$ cat src/rtl/clock_set_ctrl_pkg.sv
// Shared definitions for the clock controller and the downstream scan/decode path:
// mode encodings, field limits and blank-mask patterns.
package clock_set_ctrl_pkg;

    typedef enum logic [1:0] {
        MODE_RUN      = 2'b00,
        MODE_SET_HOUR = 2'b01,
        MODE_SET_MIN  = 2'b10
    } mode_e;

    localparam logic [4:0] MAX_HOUR = 5'd23;
    localparam logic [5:0] MAX_MIN  = 6'd59;
    localparam logic [5:0] MAX_SEC  = 6'd59;

    // bit0 hour tens, bit1 hour units, bit2 min tens, bit3 min units
    localparam logic [3:0] BLANK_NONE = 4'b0000;
    localparam logic [3:0] BLANK_HOUR = 4'b0011;
    localparam logic [3:0] BLANK_MIN  = 4'b1100;

    localparam int BTN_MODE = 0;
    localparam int BTN_INC  = 1;
    localparam int NUM_BTN  = 2;

    function automatic logic [5:0] wrap_inc(input logic [5:0] val, input logic [5:0] max_val);
        return (val == max_val) ? 6'd0 : val + 6'd1;
    endfunction

endpackage

$ cat src/rtl/clock_set_ctrl_if.sv
// Button inputs and time/display outputs of the clock controller.
// The controller is the slave; the board/testbench side is the master.
interface clock_set_ctrl_if;
    import clock_set_ctrl_pkg::*;

    logic       btn_mode;
    logic       btn_inc;
    logic [4:0] hour;
    logic [5:0] minutes;
    logic [5:0] seconds;
    logic       tick_1hz;
    logic [3:0] blank_mask;
    mode_e      mode;

    modport master (
        output btn_mode, btn_inc,
        input  hour, minutes, seconds, tick_1hz, blank_mask, mode
    );

    modport slave (
        input  btn_mode, btn_inc,
        output hour, minutes, seconds, tick_1hz, blank_mask, mode
    );

endinterface

$ cat src/rtl/clock_set_ctrl_btn_debounce.sv
// Push-button conditioner: 2-FF synchroniser, stability counter and a one-cycle
// pulse on each accepted press (debounced 0->1); releases produce nothing.
module clock_set_ctrl_btn_debounce #(
    parameter int DEBOUNCE_CYC = 1_000_000
) (
    input  logic clk,
    input  logic rst,
    input  logic btn_raw,
    output logic press
);
    localparam int CW = (DEBOUNCE_CYC > 1) ? $clog2(DEBOUNCE_CYC) : 1;
    localparam logic [CW-1:0] CNT_LAST = CW'(DEBOUNCE_CYC - 1);

    logic          sync1_q;
    logic          sync2_q;
    logic [CW-1:0] cnt_q, cnt_d;
    logic          level_q, level_d;
    logic          press_q, press_d;

    // The counter only advances while the synchronised input disagrees with the
    // accepted level; any agreeing cycle restarts the stability window.
    always_comb begin
        cnt_d   = '0;
        level_d = level_q;
        if (sync2_q != level_q) begin
            if (cnt_q == CNT_LAST) begin
                level_d = sync2_q;
            end else begin
                cnt_d = cnt_q + 1'b1;
            end
        end
        press_d = level_d & ~level_q;
    end

    always_ff @(posedge clk) begin
        if (rst) begin
            sync1_q <= 1'b0;
            sync2_q <= 1'b0;
            cnt_q   <= '0;
            level_q <= 1'b0;
            press_q <= 1'b0;
        end else begin
            sync1_q <= btn_raw;
            sync2_q <= sync1_q;
            cnt_q   <= cnt_d;
            level_q <= level_d;
            press_q <= press_d;
        end
    end

    assign press = press_q;

endmodule

$ cat src/rtl/clock_set_ctrl.sv
// HH:MM:SS timekeeper with a RUN/SET_HOUR/SET_MIN button-driven editor,
// 1 Hz prescaler, blink timer for the field being edited and idle auto-return.
module clock_set_ctrl
    import clock_set_ctrl_pkg::*;
#(
    parameter int CLK_HZ         = 100_000_000,
    parameter int DEBOUNCE_CYC   = 1_000_000,
    parameter int BLINK_HALF_CYC = 25_000_000,
    parameter int SET_TIMEOUT_S  = 10
) (
    input  logic            clk,
    input  logic            rst,
    clock_set_ctrl_if.slave bus
);
    localparam int PW = (CLK_HZ > 1) ? $clog2(CLK_HZ) : 1;
    localparam int BW = (BLINK_HALF_CYC > 1) ? $clog2(BLINK_HALF_CYC) : 1;
    localparam int IW = $clog2(SET_TIMEOUT_S + 1);
    localparam logic [PW-1:0] PRESC_LAST = PW'(CLK_HZ - 1);
    localparam logic [BW-1:0] BLINK_LAST = BW'(BLINK_HALF_CYC - 1);
    localparam logic [IW-1:0] IDLE_LAST  = IW'(SET_TIMEOUT_S - 1);

    logic [NUM_BTN-1:0] btn_raw;
    logic [NUM_BTN-1:0] btn_press;

    assign btn_raw[BTN_MODE] = bus.btn_mode;
    assign btn_raw[BTN_INC]  = bus.btn_inc;

    for (genvar gi = 0; gi < NUM_BTN; gi++) begin : g_btn
        clock_set_ctrl_btn_debounce #(
            .DEBOUNCE_CYC (DEBOUNCE_CYC)
        ) u_debounce (
            .clk     (clk),
            .rst     (rst),
            .btn_raw (btn_raw[gi]),
            .press   (btn_press[gi])
        );
    end

    mode_e         state_q, state_d;
    logic [4:0]    hour_q, hour_d;
    logic [5:0]    minutes_q, minutes_d;
    logic [5:0]    seconds_q, seconds_d;
    logic [PW-1:0] presc_q, presc_d;
    logic          tick_q, tick_d;
    logic [IW-1:0] idle_q, idle_d;
    logic [BW-1:0] blink_cnt_q, blink_cnt_d;
    logic          blink_phase_q, blink_phase_d;
    logic [3:0]    blank_q, blank_d;
    logic          blink_restart;

    always_comb begin
        state_d       = state_q;
        hour_d        = hour_q;
        minutes_d     = minutes_q;
        seconds_d     = seconds_q;
        idle_d        = idle_q;
        tick_d        = (presc_q == PRESC_LAST);
        presc_d       = (presc_q == PRESC_LAST) ? '0 : presc_q + 1'b1;
        blink_cnt_d   = blink_cnt_q;
        blink_phase_d = blink_phase_q;
        blank_d       = BLANK_NONE;
        blink_restart = 1'b0;

        unique case (state_q)
            MODE_RUN: begin
                idle_d = '0;
                if (tick_q) begin
                    seconds_d = wrap_inc(seconds_q, MAX_SEC);
                    if (seconds_q == MAX_SEC) begin
                        minutes_d = wrap_inc(minutes_q, MAX_MIN);
                        if (minutes_q == MAX_MIN) begin
                            hour_d = 5'(wrap_inc({1'b0, hour_q}, {1'b0, MAX_HOUR}));
                        end
                    end
                end
                if (btn_press[BTN_MODE]) begin
                    state_d = MODE_SET_HOUR;
                end
            end
            MODE_SET_HOUR, MODE_SET_MIN: begin
                // MODE has priority; a coincident INC pulse is dropped.
                if (btn_press[BTN_MODE]) begin
                    idle_d = '0;
                    if (state_q == MODE_SET_HOUR) begin
                        state_d = MODE_SET_MIN;
                    end else begin
                        state_d   = MODE_RUN;
                        seconds_d = '0;
                        presc_d   = '0;
                    end
                end else if (btn_press[BTN_INC]) begin
                    idle_d = '0;
                    if (state_q == MODE_SET_HOUR) begin
                        hour_d = 5'(wrap_inc({1'b0, hour_q}, {1'b0, MAX_HOUR}));
                    end else begin
                        minutes_d = wrap_inc(minutes_q, MAX_MIN);
                    end
                end else if (tick_q) begin
                    if (idle_q == IDLE_LAST) begin
                        state_d = MODE_RUN;
                        idle_d  = '0;
                    end else begin
                        idle_d = idle_q + 1'b1;
                    end
                end
            end
            default: begin
                state_d = MODE_RUN;
            end
        endcase

        // Restarting on every edit keeps the edited digits visible right after a press.
        blink_restart = (state_d != state_q) || btn_press[BTN_INC];
        if (blink_restart) begin
            blink_cnt_d   = '0;
            blink_phase_d = 1'b0;
        end else if (blink_cnt_q == BLINK_LAST) begin
            blink_cnt_d   = '0;
            blink_phase_d = ~blink_phase_q;
        end else begin
            blink_cnt_d = blink_cnt_q + 1'b1;
        end

        if (blink_phase_d) begin
            unique case (state_d)
                MODE_SET_HOUR: blank_d = BLANK_HOUR;
                MODE_SET_MIN:  blank_d = BLANK_MIN;
                default:       blank_d = BLANK_NONE;
            endcase
        end
    end

    always_ff @(posedge clk) begin
        if (rst) begin
            state_q       <= MODE_RUN;
            hour_q        <= '0;
            minutes_q     <= '0;
            seconds_q     <= '0;
            presc_q       <= '0;
            tick_q        <= 1'b0;
            idle_q        <= '0;
            blink_cnt_q   <= '0;
            blink_phase_q <= 1'b0;
            blank_q       <= BLANK_NONE;
        end else begin
            state_q       <= state_d;
            hour_q        <= hour_d;
            minutes_q     <= minutes_d;
            seconds_q     <= seconds_d;
            presc_q       <= presc_d;
            tick_q        <= tick_d;
            idle_q        <= idle_d;
            blink_cnt_q   <= blink_cnt_d;
            blink_phase_q <= blink_phase_d;
            blank_q       <= blank_d;
        end
    end

    assign bus.hour       = hour_q;
    assign bus.minutes    = minutes_q;
    assign bus.seconds    = seconds_q;
    assign bus.tick_1hz   = tick_q;
    assign bus.blank_mask = blank_q;
    assign bus.mode       = state_q;

endmodule
$ cat src/flat_wrapper.sv
// flat-port wrapper written by rule: the top's interface ports become plain ports
module clock_set_ctrl_flat import clock_set_ctrl_pkg::*;
#(
    parameter int CLK_HZ         = 100_000_000,
    parameter int DEBOUNCE_CYC   = 1_000_000,
    parameter int BLINK_HALF_CYC = 25_000_000,
    parameter int SET_TIMEOUT_S  = 10
)
  (clk, rst, bus_btn_mode, bus_btn_inc, bus_hour, bus_minutes, bus_seconds, bus_tick_1hz, bus_blank_mask, bus_mode);
  clock_set_ctrl_if bus_i ();
  input  logic clk;
  input  logic rst;
  input wire logic [$bits(bus_i.btn_mode)-1:0] bus_btn_mode;
  input wire logic [$bits(bus_i.btn_inc)-1:0] bus_btn_inc;
  output wire logic [$bits(bus_i.hour)-1:0] bus_hour;
  output wire logic [$bits(bus_i.minutes)-1:0] bus_minutes;
  output wire logic [$bits(bus_i.seconds)-1:0] bus_seconds;
  output wire logic [$bits(bus_i.tick_1hz)-1:0] bus_tick_1hz;
  output wire logic [$bits(bus_i.blank_mask)-1:0] bus_blank_mask;
  output wire logic [$bits(bus_i.mode)-1:0] bus_mode;
  assign bus_i.btn_mode = bus_btn_mode;
  assign bus_i.btn_inc = bus_btn_inc;
  assign bus_hour = bus_i.hour;
  assign bus_minutes = bus_i.minutes;
  assign bus_seconds = bus_i.seconds;
  assign bus_tick_1hz = bus_i.tick_1hz;
  assign bus_blank_mask = bus_i.blank_mask;
  assign bus_mode = bus_i.mode;
  clock_set_ctrl #(.CLK_HZ(CLK_HZ), .DEBOUNCE_CYC(DEBOUNCE_CYC), .BLINK_HALF_CYC(BLINK_HALF_CYC), .SET_TIMEOUT_S(SET_TIMEOUT_S)) u_core (.clk(clk), .rst(rst), .bus(bus_i));
endmodule
$ cat config.mk
export PLATFORM = sky130hd
export DESIGN_NAME = clock_set_ctrl_flat
export DESIGN_NICKNAME = d
export VERILOG_FILES = /design/src/rtl/clock_set_ctrl_pkg.sv /design/src/rtl/clock_set_ctrl_if.sv /design/src/rtl/clock_set_ctrl_btn_debounce.sv /design/src/rtl/clock_set_ctrl.sv /design/src/flat_wrapper.sv
export SDC_FILE = /design/constraint.sdc
export NUM_CORES = 1
export LEC_CHECK = 0
export BUFFER_PORTS_ARGS = -buffer_cell sky130_fd_sc_hd__buf_2
export CAP_MARGIN = 15
export CELL_PAD_IN_SITES_DETAIL_PLACEMENT = 1
export CELL_PAD_IN_SITES_GLOBAL_PLACEMENT = 1
export CORE_MARGIN = 2
export CORE_UTILIZATION = 43
export CTS_CLUSTER_DIAMETER = 40
export DETAILED_ROUTE_END_ITERATION = 7
export GPL_ROUTABILITY_DRIVEN = 0
export PLACE_DENSITY = 0.77
export SYNTH_ARGS = -nofsm -noshare
export SYNTH_HDL_FRONTEND = slang
export SYNTH_SLANG_ARGS = --single-unit
$ cat constraint.sdc
create_clock -name clk -period 2.1 [get_ports clk]
set_input_delay 0.105 -clock clk [delete_from_list [all_inputs] [get_ports clk]]
set_output_delay 0.105 -clock clk [all_outputs]
set_load 0.02 [all_outputs]
== Yosys cells after proc, flatten, opt, wreduce, memory -nomap -nowiden ==
Index checks and enable logic that the tools add are counted.
Storage, ports and cells
  word-level logic and storage cells: 115
  bits of input ports: 4
  output and inout port bits: 24
  flip-flop bits (word level): 129
Operators by class
  bitwise gates (word level): 8
  reduce and logical (&&, ||, !) cells: 12
  equality and inequality tests: 24
  $add $sub $neg: 8
  mux-type cells: 43
Operator list (number)
  $mux 27: 4
  $mux 6: 10
  $add 20x1->20 const B: 2
  $eq 20x20->1 const B: 2
  $mux 5: 7
  $add 27x1->27 const B: 1
  $eq 27x27->1 const B: 1
  $add 25x1->25 const B: 1
  $eq 25x25->1 const B: 1
  $pmux 6 s2: 2
  $mux 4: 4
  $pmux 4 s2: 2
  $add 6x1->6 const B: 2
  $eq 6x6->1 const B: 2
  $mux 2: 6
  $pmux 5 s2: 1
  $reduce_or 3->1: 3
  $ne 2x1->1 const B: 4
  $ne 2x2->1 const B: 4
  $reduce_and 7->1: 1
  $mux 1: 6
  $not 1->1: 6
  $reduce_and 6->1: 1
  $add 5x1->5 const B: 1
  other kinds (16): 21

== Longest topological paths before layout ==
Gate-level depths: netlist (run 1).
  depth after elaboration: 11
  depth in mapped cells: 8
  depth with buffers taken out: 6

== Modules after synthesis ==
From an unflattened synthesis (run 1), not the netlist that was laid out.
Second synthesis, totals
  cells, all modules: 673
  area, all modules: 5896.9 µm²
Modules (own cells, without submodules)
  clock_set_ctrl: area each 3777.4 µm², times used 1, sequential area each 1581.5 µm², cells each 440
  clock_set_ctrl_btn_debounce (u_core.g_btn[1].u_debounce): area each 1078.5 µm², times used 1, sequential area each 480.5 µm², cells each 116
  clock_set_ctrl_btn_debounce (u_core.g_btn[0].u_debounce): area each 1041.0 µm², times used 1, sequential area each 480.5 µm², cells each 117

== Worst setup path after synthesis (run 1) ==
Ideal clock, no wire load.
  path kind: register -> register
  from: reg u_core.state_q[0] (netlist: u_core.bus.mode[0])
  to: reg u_core.blink_cnt_q[3]
  period minus slack after synthesis: 2.315 ns
  buffers on the path: 2
  slack: -0.215 ns
  arrival: 2.183 ns
  cell stages (with the launch flop): 8
  data required time: 1.968 ns
  library setup time: 0.132 ns
  path through: dfxtp_1 inv_1 ha_1 buf_1 a32oi_1 o221ai_2 clkbuf_1 nor3_1
On the way
  longest elaborated chain between the ends: 8
  elaborated cells on any way between the ends: 14
  classes of those cells: 3 x eq/ne; 7 x mux; 4 x reduce/logical
Ends and longest elaborated chain
  from (decl): line clock_set_ctrl.sv:39  | mode_e state_q, state_d;
  from (signal assigned): line clock_set_ctrl.sv:146  | state_q <= state_d;
  $mux 2: line clock_set_ctrl.sv:99  | if (idle_q == IDLE_LAST) begin
  $mux 2: line clock_set_ctrl.sv:98  | end else if (tick_q) begin
  $mux 2: line clock_set_ctrl.sv:91  | end else if (btn_press[BTN_INC]) begin
  $mux 2: line clock_set_ctrl.sv:82  | if (btn_press[BTN_MODE]) begin
  $pmux 2 s2: line clock_set_ctrl.sv:64  | unique case (state_q)
  $ne 2x2->1 (*): line clock_set_ctrl.sv:113  | blink_restart = (state_d != state_q) || btn_press[BTN_INC];
  $logic_or 1x1->1 (*): line clock_set_ctrl.sv:113
  $reduce_or 3->1 (no line) (*)
  to (signal assigned): line clock_set_ctrl.sv:153  | blink_cnt_q <= blink_cnt_d;
  to (decl): line clock_set_ctrl.sv:46  | logic [BW-1:0] blink_cnt_q, blink_cnt_d;
Every way passes the cells marked *; elsewhere a longest branch is shown, timed or not.
A chain may end at the register's enable or synchronous reset.

== Worst setup path after layout (run 1) ==
  from: reg u_core.g_btn[1].u_debounce.cnt_q[8]
  to: reg u_core.g_btn[1].u_debounce.cnt_q[19]
On the way
  longest elaborated chain between the ends: 2
  elaborated cells on any way between the ends: 3
  classes of those cells: 1 x add/sub; 1 x eq/ne; 1 x reduce/logical
Ends and longest elaborated chain
  from (decl): line clock_set_ctrl_btn_debounce.sv:16  | logic [CW-1:0] cnt_q, cnt_d;
  from (signal assigned): line clock_set_ctrl_btn_debounce.sv:45  | cnt_q <= cnt_d;
  parallel branches: the longest is 2 deep, another holds $add 20x1->20
Parallel ways; which one is timed is not known.

==> results.json, run 1 <==
{
  "setup.worst_path.class": "reg -> reg",
  "grt-busiest-layer": "met2",
  "grtUsageMet3_pct": 5.443,
  "synth_cell_types": 61,
  "finClkSkew_ps": 7.720,
  "layout_common_cells": "125 x dfxtp_1, 73 x nor2_1, 39 x nand3_1, 36 x a21oi_1, 36 x buf_4",
  "first_pass_iters": 4,
  "die_area_mm2": 0.01524,
  "cts_tree": "built",
  "hold_class": "in -> reg",
  "synth_warnings": 0,
  "syn_to_final_growth_pct": 18.81,
  "synth_top_area_share_pct": 41.45,
  "synthArstFlopShare_pct": 0,
  "utilization_pct": 52.50,
  "yosys.area_share.simple_pct": 28.62,
  "synthCells": 709,
  "synth_nets": 727,
  "whs_path_depth": 2,
  "syn_area_mm2": 0.006133,
  "syn_avg_cell_area_um2": 8.651,
  "whs_ps": 114.7,
  "wl_per_cell_um": 17.19,
  "dp_cells": 921,
  "cts_made_buffers": 17,
  "worstPathArrival_ps": 2340,
  "dp_slack_ps": -89.00,
  "synth_seq_cells": 127,
  "met1_usage_pct": 24.34,
  "synthMuxAreaShare_pct": 0.8364,
  "ys.flop_type": "dfxtp_1",
  "fillers": 1621,
  "die_x_um": 123.4,
  "place_area_mm2": 0.006666,
  "cp.required_ps": 2400,
  "synth_top_family_by_area": "simple AND/OR/NAND/NOR gates",
  "yosysSeqAreaShare_pct": 41.45,
  "hpwlAfterDp_mm": 11.36,
  "synth_xor_area_share_pct": 7.854,
  "grt_pass1_vias": 5800,
  "fin_area_mm2": 0.007287,
  "tightestPinTransition_ps": 586.6,
  "crit_path_end_kind": "flop",
  "slowest_stage": "or4_4",
  "synth.top_cells.by_area": "dfxtp_1 41%, nor2_1 4.5%, xnor2_1 4.1%",
  "vias": 5522,
  "status": "finished, final reports clean",
  "instances_no_fill": 955,
  "p_leak_nw": 2.488,
  "crit_path_cell_trace": "or4b_1, or4_4, o21ai_1, buf_6, a21oi_1",
  "drv_cap": 0,
  "rsz0062_at_grt": "true",
  "die_height_um": 123.4,
  "grt_overflow_total": 0,
  "num_rows": 43,
  "use_met2_pct": 41.17,
  "max_freq_mhz": 490.0,
  "grt_usage_pct": 22.61,
  "core-area_mm2": 0.01388,
  "nets": 783,
  "clk_latency_ps": 430,
  "drt_iter0_markers": 260,
  "viasPerCell": 5.782,
  "synth_top_area_cell": "dfxtp_1",
  "slowest_delay_ps": 580,
  "slew_headroom_pct": 60.48,
  "grt_pass1_wl_mm": 27.13,
  "finalCritPeriodShare_pct": 97.18,
  "layout-drive-gt1-share_pct": 15.74,
  "io_pins": 28,
  "drt-total-wl_mm": 16.42,
  "power_density_mw_per_mm2": 717.6,
  "root_buffer": "clkbuf_16",
  "cts_buffer_depth": 2,
  "start_kind": "flop",
  "cts.sinks": 127,
  "cp_max_fo": 20,
  "diodes": 0,
  "synth_compound_area_share_pct": 14.36,
  "grt_max_degree": 27,
  "slew_violations": 0,
  "layout.cells.most_common": "dfxtp_1",
  "fin_ws_ps": 59.23,
  "hold_viol": 0,
  "grt_antenna_before_repair": 0,
  "portBuffers": 27,
  "peakVddDrop_uv": 592.0,
  "initial_core_util_pct": 44.19,
  "cts-htree-levels": 4,
  "total_power_mw": 5.229,
  "clk_pin_slew_worst_paths_ps": 60,
  "synthAdderAreaFrac_pct": 2.856,
  "rr_worst_depth": 5,
  "post-route-drc-count": 0,
  "synth_edf_count": 0,
  "fin_tns_setup_ps": 0,
  "setup-violations-final": 0,
  "ant_nets": 0,
  "period_needed_ps": 2041
}
-- synthesized netlist by cell type, drive strengths merged, types with 12 or more instances --
master  number
and4        12
nor2        73
or3         26
o21ai       29
dfxtp      127
inv         29
o31ai       16
xor2        26
clkbuf      21
or4         21
ha          14
a21oi       38
nand4       31
nor3        22
nand2       34
xnor2       29
a211oi      15
nand3       39
-- critical path, delay by kind of cell (launching register included) --
kind | cells | cell delay [ps]
and+or+nand+nor | 2 | 1140
buffers and inverters | 1 | 210
AOI/OAI and AO/OA | 2 | 220
DFF | 1 | 340
-- layout make-up --
cell class | instances | area, um2 | share of cell area (%)
clock buffer | 22 | 464.2 | 6.370
tap | 180 | 225.2 | 3.091
inverter | 29 | 108.9 | 1.494
clock inverter | 7 | 65.06 | 0.8929
timing repair buffer | 69 | 479.2 | 6.576
multi-input combinational | 521 | 3400 | 46.65
sequential | 127 | 2545 | 34.92
-- state kept, by name, summed over array words and instances, names as in the netlist, 2 cells and up --
| name | cells |
|---|---|
| u_core.bus.blank_mask | 2 |
| u_core.bus.mode | 2 |
| u_core.bus.hour | 5 |
| u_core.bus.seconds | 6 |
| u_core.g_btn.u_debounce.sync2_q | 2 |
| u_core.g_btn.u_debounce.sync1_q | 2 |
| u_core.g_btn.u_debounce.press | 2 |
| u_core.bus.minutes | 6 |
| u_core.idle_q | 4 |
| u_core.blink_cnt_q | 25 |
| u_core.g_btn.u_debounce.level_q | 2 |
| u_core.g_btn.u_debounce.cnt_q | 40 |
| u_core.presc_q | 27 |
-- cells by family after synthesis --
| kind of cell | count (synthesis) |
|---|---|
| simple gates | 317 |
| compound gates | 130 |
| flops | 127 |
| buf+inv | 61 |
| xor+xnor | 55 |
| fa+ha+maj | 14 |
| mux | 5 |
-- power breakdown --
group / switching [mW] / internal (mW) / total, mW
clock: 1.04 / 1.66 / 2.70
sequential: 0.0111 / 2.43 / 2.44
combinational: 0.0575 / 0.0378 / 0.0953
total: 1.11 / 4.12 / 5.23
-- final timing paths --
check                                                  from  slack, ps                                         endpoint
min                                                     rst        110                    u_core.bus.mode[1]$_SDFF_PP0_
max reg2reg  u_core.g_btn[1].u_debounce.cnt_q[8]$_SDFF_PP0_         60  u_core.g_btn[1].u_debounce.cnt_q[19]$_SDFF_PP0_
max          u_core.g_btn[1].u_debounce.cnt_q[8]$_SDFF_PP0_         60  u_core.g_btn[1].u_debounce.cnt_q[19]$_SDFF_PP0_
min reg2reg                u_core.blink_cnt_q[0]$_SDFF_PP0_        450                 u_core.blink_cnt_q[0]$_SDFF_PP0_
-- per-layer routing --
metal  vias to the layer above  part of all wire (%)
li1                       2698                     -
met1                      2715                    42
met2                        73                    52
met3                        36                   3.1
met4                         0                   2.5
met5                         -                     0
-- timing repair --
item,4_1_cts,5_1_grt
endpoints found under the setup margin,22,60
hold buffers,2,0
buffers inserted,0,3
resized for setup,1,12
endpoints found under the hold margin,2,0
pin swaps,1,3
Power figures use the tool's default switching activity.
==> run 2: changes to the inputs <==
- RECOVER_POWER: not set -> 25
==> results.json, run 2 (synthesized netlist as in run 1, its figures left out) <==
{
  "status": "finished, final reports clean",
  "peakVddDrop_uv": 588.2,
  "period_needed_ps": 2030,
  "grt_pass1_vias": 5800,
  "layout.cells.most_common": "dfxtp_1",
  "clk_pin_slew_worst_paths_ps": 60,
  "ant_nets": 0,
  "die_height_um": 123.4,
  "critPathTopFamily": "simple AND/OR/NAND/NOR gates",
  "drt-total-wl_mm": 16.40,
  "rr_startpoint": "u_core.g_btn[1].u_debounce.cnt_q[8]$_SDFF_PP0_",
  "place_area_mm2": 0.006666,
  "initial_core_util_pct": 44.19,
  "num_rows": 43,
  "fin_area_mm2": 0.007254,
  "hold_class": "in -> reg",
  "whs_endpoint": "u_core.bus.mode[1]$_SDFF_PP0_",
  "first_pass_iters": 4,
  "r2r_end": "u_core.g_btn[1].u_debounce.cnt_q[19]$_SDFF_PP0_",
  "regMostFlops": "u_core.g_btn.u_debounce.cnt_q",
  "layout_common_cells": "125 x dfxtp_1, 73 x nor2_1, 39 x nand3_1, 36 x a21oi_1, 35 x buf_4",
  "clkPwrFrac_pct": 51.5,
  "met1_usage_pct": 24.34,
  "drv_cap": 0,
  "root_buffer": "clkbuf_16",
  "p_int_mw": 4.119,
  "max_freq_mhz": 492.7,
  "cp_max_fo": 20,
  "top_regs": "u_core.g_btn.u_debounce.cnt_q (40), u_core.presc_q (27), u_core.blink_cnt_q (25)",
  "tightestPinTransition_ps": 589.3,
  "wl_per_cell_um": 17.17,
  "die_area_mm2": 0.01524,
  "path_buf_inv": 1,
  "grt_pass1_wl_mm": 27.13,
  "grt_max_degree": 27,
  "start_kind": "flop",
  "nets": 783,
  "slew_violations": 0,
  "setup.worst_path.class": "reg -> reg",
  "io_pins": 28,
  "vias": 5530,
  "slowest_stage": "or4_4",
  "instances_no_fill": 955,
  "grt_overflow_total": 0,
  "whs_path_depth": 2,
  "hpwlAfterDp_mm": 11.36,
  "crit_path_cell_trace": "or4b_1, or4_4, o21ai_1, buf_6, a21oi_1",
  "use_met2_pct": 41.17,
  "fin_tns_setup_ps": 0,
  "cts.sinks": 127,
  "rr_worst_depth": 5,
  "grt_antenna_before_repair": 0,
  "total_power_mw": 5.223,
  "largest_reg_flops": 40,
  "seqPwrFrac_pct": 46.7,
  "drt_iter0_markers": 267,
  "finalCritPeriodShare_pct": 96.65,
  "cp.required_ps": 2400,
  "grtUsageMet3_pct": 5.443,
  "viasPerCell": 5.791,
  "core-area_mm2": 0.01388,
  "grt-busiest-layer": "met2",
  "diodes": 0,
  "slowest_delay_ps": 580,
  "swShare_pct": 21.13,
  "min_from": "rst",
  "dp_cells": 921,
  "cts_made_buffers": 17,
  "cts_tree": "built",
  "hold_viol": 0,
  "post-route-drc-count": 0,
  "portBuffers": 27,
  "worst-r2r-setup-slack_ps": 70,
  "grt_usage_pct": 22.61,
  "syn_to_final_growth_pct": 18.28,
  "slew_headroom_pct": 60.30,
  "p_switching_mw": 1.103,
  "rsz0062_at_grt": "true",
  "finClkSkew_ps": 5.875,
  "layout-drive-gt1-share_pct": 12.65,
  "die_x_um": 123.4,
  "clk_latency_ps": 420,
  "cts-htree-levels": 4,
  "comb_power_share_pct": 1.8,
  "p_leak_nw": 2.382,
  "setup-violations-final": 0,
  "worstPathArrival_ps": 2330,
  "cts_buffer_depth": 2,
  "crit_path_end_kind": "flop",
  "power_density_mw_per_mm2": 720.0
}
-- run 2: power groups by stage --
stage          logic [mW]  registers [mW]  clock network, mW
6_report           0.0948            2.44               2.69
5_1_grt             0.106            2.44               2.85
4_1_cts            0.0924            2.44               2.74
3_5_place_dp       0.0887            2.49                  0
3_3_place_gp       0.0842            2.49                  0
2_1_floorplan      0.0609            2.49                  0
-- run 2: worst max-delay path by stage --
stage / startpoint / endpoint / slack, ps / cells past startpoint
4_1_cts: u_core.bus.mode[0]$_SDFF_PP0_ / u_core.blink_cnt_q[15]$_SDFF_PP0_ / -9 / 7
3_5_place_dp: u_core.bus.mode[0]$_SDFF_PP0_ / u_core.blink_cnt_q[15]$_SDFF_PP0_ / -90 / 7
3_3_place_gp: u_core.g_btn[1].u_debounce.cnt_q[8]$_SDFF_PP0_ / u_core.g_btn[1].u_debounce.cnt_q[5]$_SDFF_PP0_ / 130 / 5
2_1_floorplan: u_core.bus.mode[0]$_SDFF_PP0_ / u_core.bus.seconds[5]$_SDFFE_PP0P_ / 60 / 6
6_report: u_core.g_btn[1].u_debounce.cnt_q[8]$_SDFF_PP0_ / u_core.g_btn[1].u_debounce.cnt_q[19]$_SDFF_PP0_ / 70 / 5
5_1_grt: u_core.idle_q[1]$_SDFFE_PP0P_ / u_core.bus.blank_mask[2]$_SDFF_PP0_ / -10 / 6
-- run 2: stage by stage --
stage          hold slack, ps  setup slack, ps  utilization (%)
6_report                112.0            70.41            52.26
5_1_grt                 131.8           -12.64            52.26
4_1_cts                 96.22           -9.174            52.01
3_5_place_dp            324.9           -89.00            48.03
3_3_place_gp            313.9            128.9            48.03
2_1_floorplan           233.2            55.68                -
-- run 2: layout make-up --
class                   instances  area, um2
clock inverters                 7      65.06
inverters                      29      108.9
flip-flops and latches        127       2545
well taps                     180      225.2
multi-input cells             521       3400
fillers                      1628       6626
clock buffers                  22      464.2
repair buffers                 69      446.7
-- run 2: repair_timing --
| action | in CTS | in global routing |
|---|---|---|
| endpoints found under the hold margin | 2 | 0 |
| hold buffers | 2 | 0 |
| setup buffers | 0 | 3 |
| gates resized for setup | 1 | 12 |
| setup endpoints to repair | 22 | 60 |
| pin swaps | 1 | 3 |
-- run 2: per-layer routing --
layer	vias up	wire, um
li1	2698	-
met1	2720	6867
met2	75	8630
met3	37	480
met4	0	423
met5	-	0
